### config.mk
export PLATFORM = sky130hd
export DESIGN_NAME = rx_frame
export DESIGN_NICKNAME = d
export VERILOG_FILES = /design/src/rtl/rx_frame.sv
export SDC_FILE = /design/constraint.sdc
export NUM_CORES = 1
export LEC_CHECK = 0
export ABC_AREA = 1
export BUFFER_PORTS_ARGS = -buffer_cell sky130_fd_sc_hd__clkbuf_2
export CORE_MARGIN = 3
export CORE_UTILIZATION = 50
export DETAILED_ROUTE_END_ITERATION = 7
export PLACE_DENSITY = 0.75
export SLEW_MARGIN = 10
export SYNTH_ARGS = -nofsm -noshare
export SYNTH_HDL_FRONTEND = slang
export SYNTH_SLANG_ARGS = --single-unit
### constraint.sdc
create_clock -name clk -period 7 [get_ports clk]
set_input_delay 0.7 -clock clk [delete_from_list [all_inputs] [get_ports clk]]
set_output_delay 0.7 -clock clk [all_outputs]
set_load 0.01 [all_outputs]
### src/rtl/rx_frame.sv
// Byte-level receive framer: parses src/dst/len, filters on destination, stores
// header and payload into the RX packet RAM and reports the frame outcome.
module rx_frame #(
    parameter int         MAX_LEN    = 253,
    parameter logic [7:0] BCAST_ADDR = 8'hff
) (
    input  logic        clk,
    input  logic        reset_n,
    input  logic        bus_idle,
    input  logic [7:0]  data,
    input  logic        data_clk,
    input  logic [15:0] crc_data,
    input  logic [7:0]  filter,
    input  logic        promiscuous,
    input  logic        buf_free,
    output logic        ram_wr_en,
    output logic [7:0]  ram_wr_addr,
    output logic [7:0]  ram_wr_byte,
    output logic [7:0]  rx_len,
    output logic        rx_done,
    output logic        rx_crc_err,
    output logic        rx_lost,
    output logic        rx_err,
    output logic        rx_break
);

    typedef enum logic [1:0] {
        IDLE = 2'd0,
        RECV = 2'd1,
        CRC  = 2'd2,
        DROP = 2'd3
    } state_t;

    state_t      state, state_d;
    // Nine bits: the count reaches 3+MAX_LEN (up to 256) after the last write.
    logic [8:0]  cnt, cnt_d;
    logic [7:0]  len, len_d;
    logic        crc_cnt, crc_cnt_d;

    logic        wr_en_d;
    logic [7:0]  wr_addr_d, wr_byte_d, rx_len_d;
    logic        done_d, crc_err_d, lost_d, err_d, break_d;
    logic [7:0]  len_eff;

    always_ff @(posedge clk or negedge reset_n) begin
        if (!reset_n) begin
            state       <= IDLE;
            cnt         <= '0;
            len         <= '0;
            crc_cnt     <= 1'b0;
            ram_wr_en   <= 1'b0;
            ram_wr_addr <= '0;
            ram_wr_byte <= '0;
            rx_len      <= '0;
            rx_done     <= 1'b0;
            rx_crc_err  <= 1'b0;
            rx_lost     <= 1'b0;
            rx_err      <= 1'b0;
            rx_break    <= 1'b0;
        end else begin
            state       <= state_d;
            cnt         <= cnt_d;
            len         <= len_d;
            crc_cnt     <= crc_cnt_d;
            ram_wr_en   <= wr_en_d;
            ram_wr_addr <= wr_addr_d;
            ram_wr_byte <= wr_byte_d;
            rx_len      <= rx_len_d;
            rx_done     <= done_d;
            rx_crc_err  <= crc_err_d;
            rx_lost     <= lost_d;
            rx_err      <= err_d;
            rx_break    <= break_d;
        end
    end

    always_comb begin
        state_d   = state;
        cnt_d     = cnt;
        len_d     = len;
        crc_cnt_d = crc_cnt;
        wr_en_d   = 1'b0;
        wr_addr_d = ram_wr_addr;
        wr_byte_d = ram_wr_byte;
        rx_len_d  = rx_len;
        done_d    = 1'b0;
        crc_err_d = 1'b0;
        lost_d    = 1'b0;
        err_d     = 1'b0;
        break_d   = 1'b0;
        // The length byte is used in the same cycle it arrives.
        len_eff   = (cnt == 9'd2) ? data : len;

        if (bus_idle) begin
            if ((state == RECV || state == CRC) && cnt != 9'd0)
                break_d = 1'b1;
            state_d = IDLE;
            cnt_d   = '0;
        end else if (data_clk) begin
            case (state)
                IDLE: begin
                    if (!buf_free) begin
                        lost_d  = 1'b1;
                        state_d = DROP;
                    end else begin
                        wr_en_d   = 1'b1;
                        wr_addr_d = 8'd0;
                        wr_byte_d = data;
                        cnt_d     = 9'd1;
                        state_d   = RECV;
                    end
                end
                RECV: begin
                    wr_en_d   = 1'b1;
                    wr_addr_d = cnt[7:0];
                    wr_byte_d = data;
                    cnt_d     = cnt + 9'd1;
                    if (cnt == 9'd1) begin
                        if (!promiscuous && data != filter && data != BCAST_ADDR)
                            state_d = DROP;
                    end else begin
                        if (cnt == 9'd2)
                            len_d = data;
                        if (cnt == 9'd2 && data > 8'(MAX_LEN)) begin
                            err_d   = 1'b1;
                            state_d = DROP;
                        end else if (cnt + 9'd1 == {1'b0, len_eff} + 9'd3) begin
                            state_d   = CRC;
                            crc_cnt_d = 1'b0;
                        end
                    end
                end
                CRC: begin
                    if (!crc_cnt) begin
                        crc_cnt_d = 1'b1;
                    end else if (crc_data == 16'h0000) begin
                        rx_len_d = len;
                        done_d   = 1'b1;
                        state_d  = DROP;
                    end else begin
                        crc_err_d = 1'b1;
                        state_d   = DROP;
                    end
                end
                default: ;
            endcase
        end
    end

endmodule

# == Yosys cells after proc, flatten, opt, wreduce, memory -nomap -nowiden ==
# Index checks and enable logic that the tools add are counted.
# totals
regBits,50
input_bits,38
output_inout_bits,30
elab_cells,100
# classes
n_addsub,2
order_cmp,1
eq_ne,15
n_mux,47
bitwise_logic,2
reduce_logical,20
# ops
cell,count
$pmux 8 s2,2
$mux 1,27
$mux 9,3
$mux 8,3
$pmux 9 s2,1
$logic_not 16->1,1
$mux 2,8
$reduce_and 5->1,2
$add 8x2->9 const B,1
$add 9x1->9 const B,1
$eq 9x1->1 const B,1
$eq 9x2->1 const B,1
$eq 9x9->1,1
$reduce_bool 9->1,1
$gt 8x8->1 const B,1
$ne 8x8->1,1
$ne 8x8->1 const B,1
$reduce_and 4->1,2
$ne 2x2->1 const B,3
$ne 3x3->1 const B,2
$pmux 2 s3,1
$reduce_and 6->1,1
$reduce_bool 2->1,3
$ne 5x2->1 const B,1
13 further kinds,18

# == Longest topological paths before layout ==
# logic_depth
depth_word,10
mapped_depth,21
mapped_depth_nobuf,21

# == Worst setup path after synthesis ==
# No wires, ideal clock.
# synth_timing
path_kind,register -> register
from,reg cnt[0]
to,reg state[1]
setup_ns,0.117
arrival_ns,2.417
required_time_ns,6.883
slack_ns,4.466
stages_incl_launch_ff,21
n_path_buf,1
synth_period_minus_slack_ns,2.534
cell_sequence,dfrtp_1 -> inv_1 -> ha_1 -> nand2_2 -> nor2_8 -> buf_6 -> nand3_1 -> nand2_2 -> inv_2 -> ha_1 -> nand3b_4 -> o21ai_1 -> nand2_1 -> nand2_1 -> nand3_1 -> nor2_2 -> nand3_2 -> nand2_2 -> nand2_1 -> nand2_1 -> nand2_1
# synth_between
elab_chain_cells,7
elab_cells_between_ends,15
classes_between,2 x add/sub; 5 x eq/ne; 6 x mux; 2 x reduce/logical
# synth_rtl
element,line_no,text
start: declaration,36,"logic [8:0] cnt, cnt_d;"
start signal: assignment,62,cnt <= cnt_d;
branches (longest 7 deep; another with $add 8x2->9),-,
end signal: assignment,61,state <= state_d;
end: declaration,34,"state_t state, state_d;"
# Several ways; the timed one is not identified. The select of a mux whose other input is x is not followed.
# A chain may end at the register's enable or synchronous reset.

# == Worst setup path after layout ==
# Same ends and word-level chain as after synthesis.

==> results.py <==
metrics = {
    "route": {
        "dr.pass1.iters": 4,
        "drt-initial-drc-count": 140,
        "vias_per_cell": 5.27,
        "routedWlPerCell_um": 13.6,
        "postRouteAntennaNets": 0,
        "vias": 2753,
        "drcViolationCount": 0,
        "drt-total-wl_um": 7120,
    },
    "final_layout": {
        "syn_to_final_growth_pct": 16.4,
        "nNetsFinal": 495,
        "diodes": 0,
        "drive_above_1_share_pct": 25.3,
        "fin_util_pct": 61.8,
        "final_cells": 522,
    },
    "setup_path": {
        "slowest_stage": "dfrtp_1",
        "reg2reg_slack_ns": 4.23,
        "r2r_end": "state[1]$_DFFE_PN0P_",
        "reg2reg_from": "cnt[0]$_DFFE_PN0P_",
        "ff2ff_path_depth": 19,
        "cp-start-kind": "register",
        "path_depth": 19,
        "cp_num_buf_inv": 2,
        "crit_chain": "inv_1 -> ha_1 -> nand2_2 -> nor2_8 -> nand3_1 -> nand2_2 -> inv_2 -> ha_1 -> nand3b_4 -> o21ai_1 -> nand2_1 -> nand2_1 -> nand3_1 -> nor2_2 -> nand3_2 -> nand2_2 -> nand2_1 -> nand2_1 -> nand2_1",
        "crit_arrival_ns": 2.98,
        "crit_family": "simple AND/OR/NAND/NOR gates",
        "cpMostUsedCell": "nand2_1",
        "path_max_fanout": 12,
        "crit_required_ns": 7.20,
        "worst-setup-path-type": "reg2reg",
        "slowest_delay_ns": 0.43,
        "endpoint_kind": "register",
    },
    "clock_tree": {
        "hold_buffers": 0,
        "clock_tree.buffer_depth": 2,
        "cts.sinks": 50,
        "htree_levels": 2,
        "cts_buffers": 5,
        "cts_resized": 0,
        "root_buffer": "clkbuf_8",
        "clk_latency_ns": 0.31,
        "post_cts_buffers": 0,
        "cts_tree": "yes",
        "clkTransAtPathRegs_ns": 0.09,
    },
    "yosys": {
        "syn_inst": 382,
        "synth_top_area_share_pct": 41.7,
        "synthTopCellsByArea": "dfrtp_1 42%, nand2_1 15%, nand3_1 5.0%",
        "ys_seq_area_share_pct": 41.7,
        "ys_seq_elements": 50,
        "avgSynthCellArea_um2": 7.85,
        "synthDistinctLibCells": 33,
        "syn-num-nets": 428,
        "yosysTopAreaCell": "dfrtp_1",
        "syn_area_um2": 3000,
        "synth_warnings": 0,
    },
    "floorplanning": {
        "num_io_pins": 68,
        "rows": 27,
        "die_h_um": 83.4,
        "start_util_pct": 53.1,
        "core_um2": 5640,
        "fp.dieArea_um2": 6960,
        "die_x_um": 83.4,
    },
    "timing": {
        "rsz0062_at_grt": "false",
        "worst_pin_slew_ns": 0.776,
        "setup-tns-final_ns": 0,
        "min_period_over_period_pct": 39.6,
        "layout_setup_ws_ns": 4.23,
        "fmax_mhz": 361,
        "clock_skew_ns": 0.00467,
        "slew_viol_final": 0,
        "setup-violations-final": 0,
        "period_needed_ns": 2.77,
        "final_hold_viol_count": 0,
        "slew_headroom_pct": 48.2,
    },
    "grt": {
        "use_met1_pct": 28.9,
        "grt_pass1_wl_um": 12100,
        "antenna_found_initial": 0,
        "met2_usage_pct": 35.0,
        "overflow": 0,
        "grt_util_met3_pct": 3.97,
        "grt_max_degree": 51,
        "grt-busiest-layer": "met2",
        "grt_pass1_vias": 2606,
        "grtUsageTotal_pct": 21.1,
    },
    "placed_design": {
        "port_buffers": 67,
        "dp_cells": 514,
        "place.gp.congestion": 0.885,
        "dp_hpwl_um": 5620,
        "pre_cts_ws_ns": 4.23,
    },
    "min_path": {
        "min_from": "rx_len[5]$_DFFE_PN0P_",
        "hold_end": "rx_len[5]$_DFFE_PN0P_",
        "whs_path_depth": 2,
        "hp-class": "reg2reg",
    },
    "pwr": {
        "power_density_nw_per_um2": 262,
        "leakagePower_nw": 1.81,
        "ir_worst_vdd_mv": 0.137,
    },
    "outcome": {
        "outcome": "completed",
    },
    "run": {
        "drv_cap": 0,
    },
}
-- cell usage after synthesis (all sizes together) --
cell and number:
nand3 35, nand3b 1, xnor2 3, a31oi 1, o22ai 6, and2 2, o31ai 7, xor2 7
nand4 9, a21oi 5, ha 8, nor3 3, nor2 21, nor4 5, o21ai 30, a41oi 1
a211oi 1, clkbuf 6, nand2 133, buf 2, dfrtp 50, inv 46
-- area by class of cell --
class | instances | area [um2]
Inverter | 46 | 173
Clock buffer | 7 | 76.3
Sequential cell | 50 | 1250
Multi-Input combinational cell | 278 | 1530
Clock inverter | 1 | 30.0
Fill cell | 521 | 2150
Timing Repair Buffer | 68 | 343
Tap cell | 72 | 90.1
-- worst register-to-register path, stage by stage (launching register included) --
cell and delay [ns]:
dfrtp_1 0.43, inv_1 0.16, ha_1 0.18, nand2_2 0.09, nor2_8 0.23, nand3_1 0.13, nand2_2 0.14, inv_2 0.06
ha_1 0.22, nand3b_4 0.19, o21ai_1 0.17, nand2_1 0.07, nand2_1 0.06, nand3_1 0.08, nor2_2 0.12, nand3_2 0.08
nand2_2 0.09, nand2_1 0.07, nand2_1 0.06, nand2_1 0.05
-- registers in the layout, indices dropped and copies added, names as in the netlist --
register	cells
cnt	9
len	8
ram_wr_addr	8
ram_wr_byte	8
rx_len	8
state	2
crc_cnt	1
ram_wr_en	1
rx_break	1
rx_crc_err	1
rx_done	1
rx_err	1
rx_lost	1
-- per-layer routing --
metal,share of wire (%),vias to the layer above
li1,-,1380
met1,46,1265
met2,46,97
met3,6.7,11
met4,1.3,0
met5,0,-
-- layout by cell type, fill, tap and decap left out, drive strengths merged --
cell,synthesis,routed
a31oi,1,1
and2,2,2
ha,8,8
dfrtp,50,50
a21oi,5,5
o22ai,6,6
xnor2,3,3
buf,2,1
nand4,9,9
nand2,133,133
o31ai,7,7
xor2,7,7
a211oi,1,1
nand3,35,35
inv,46,46
nor4,5,5
nor2,21,21
nor3,3,3
a41oi,1,1
clkbuf,6,74
nand3b,1,1
o21ai,30,30
bufinv,0,1
-- cell families (layout without fill, tap and decap cells) --
kind of cell             Yosys count  in the layout  synth area share, %
AND/OR/NAND/NOR                  209            209                 34.9
buffers and inverters             54            122                 7.39
AO/OA/AOI/OAI                     51             51                 9.72
flip-flops                        50             50                 41.7
XOR/XNOR                          10             10                 2.92
adder cells (fa/ha/maj)            8              8                 3.34
-- worst max path at each step --
stage                       startpoint                   end  slack (ns)
floorplan           cnt[0]$_DFFE_PN0P_  state[1]$_DFFE_PN0P_        4.47
global placement    cnt[0]$_DFFE_PN0P_  state[1]$_DFFE_PN0P_        4.32
detailed placement  cnt[0]$_DFFE_PN0P_  state[1]$_DFFE_PN0P_        4.23
CTS                 cnt[0]$_DFFE_PN0P_  state[1]$_DFFE_PN0P_        4.21
global route        cnt[0]$_DFFE_PN0P_  state[0]$_DFFE_PN0P_        3.91
finish              cnt[0]$_DFFE_PN0P_  state[1]$_DFFE_PN0P_        4.23
-- through the flow --
step | power (mW) | area, um2 | hold WS, ns
after floorplan | 0.609 | 3000 | 0.404
after global placement | 0.707 | 3380 | 0.455
after detailed placement | 0.716 | 3380 | 0.459
after CTS | 0.919 | 3490 | 0.481
after global routing | 0.982 | 3490 | 0.516
final | 0.913 | 3490 | 0.477
-- power breakdown --
group | internal, mW | switching (mW)
clock | 0.107 | 0.0960
combinational | 0.122 | 0.219
sequential | 0.336 | 0.0321
total | 0.565 | 0.347
(Power assumes the default switching activity.)
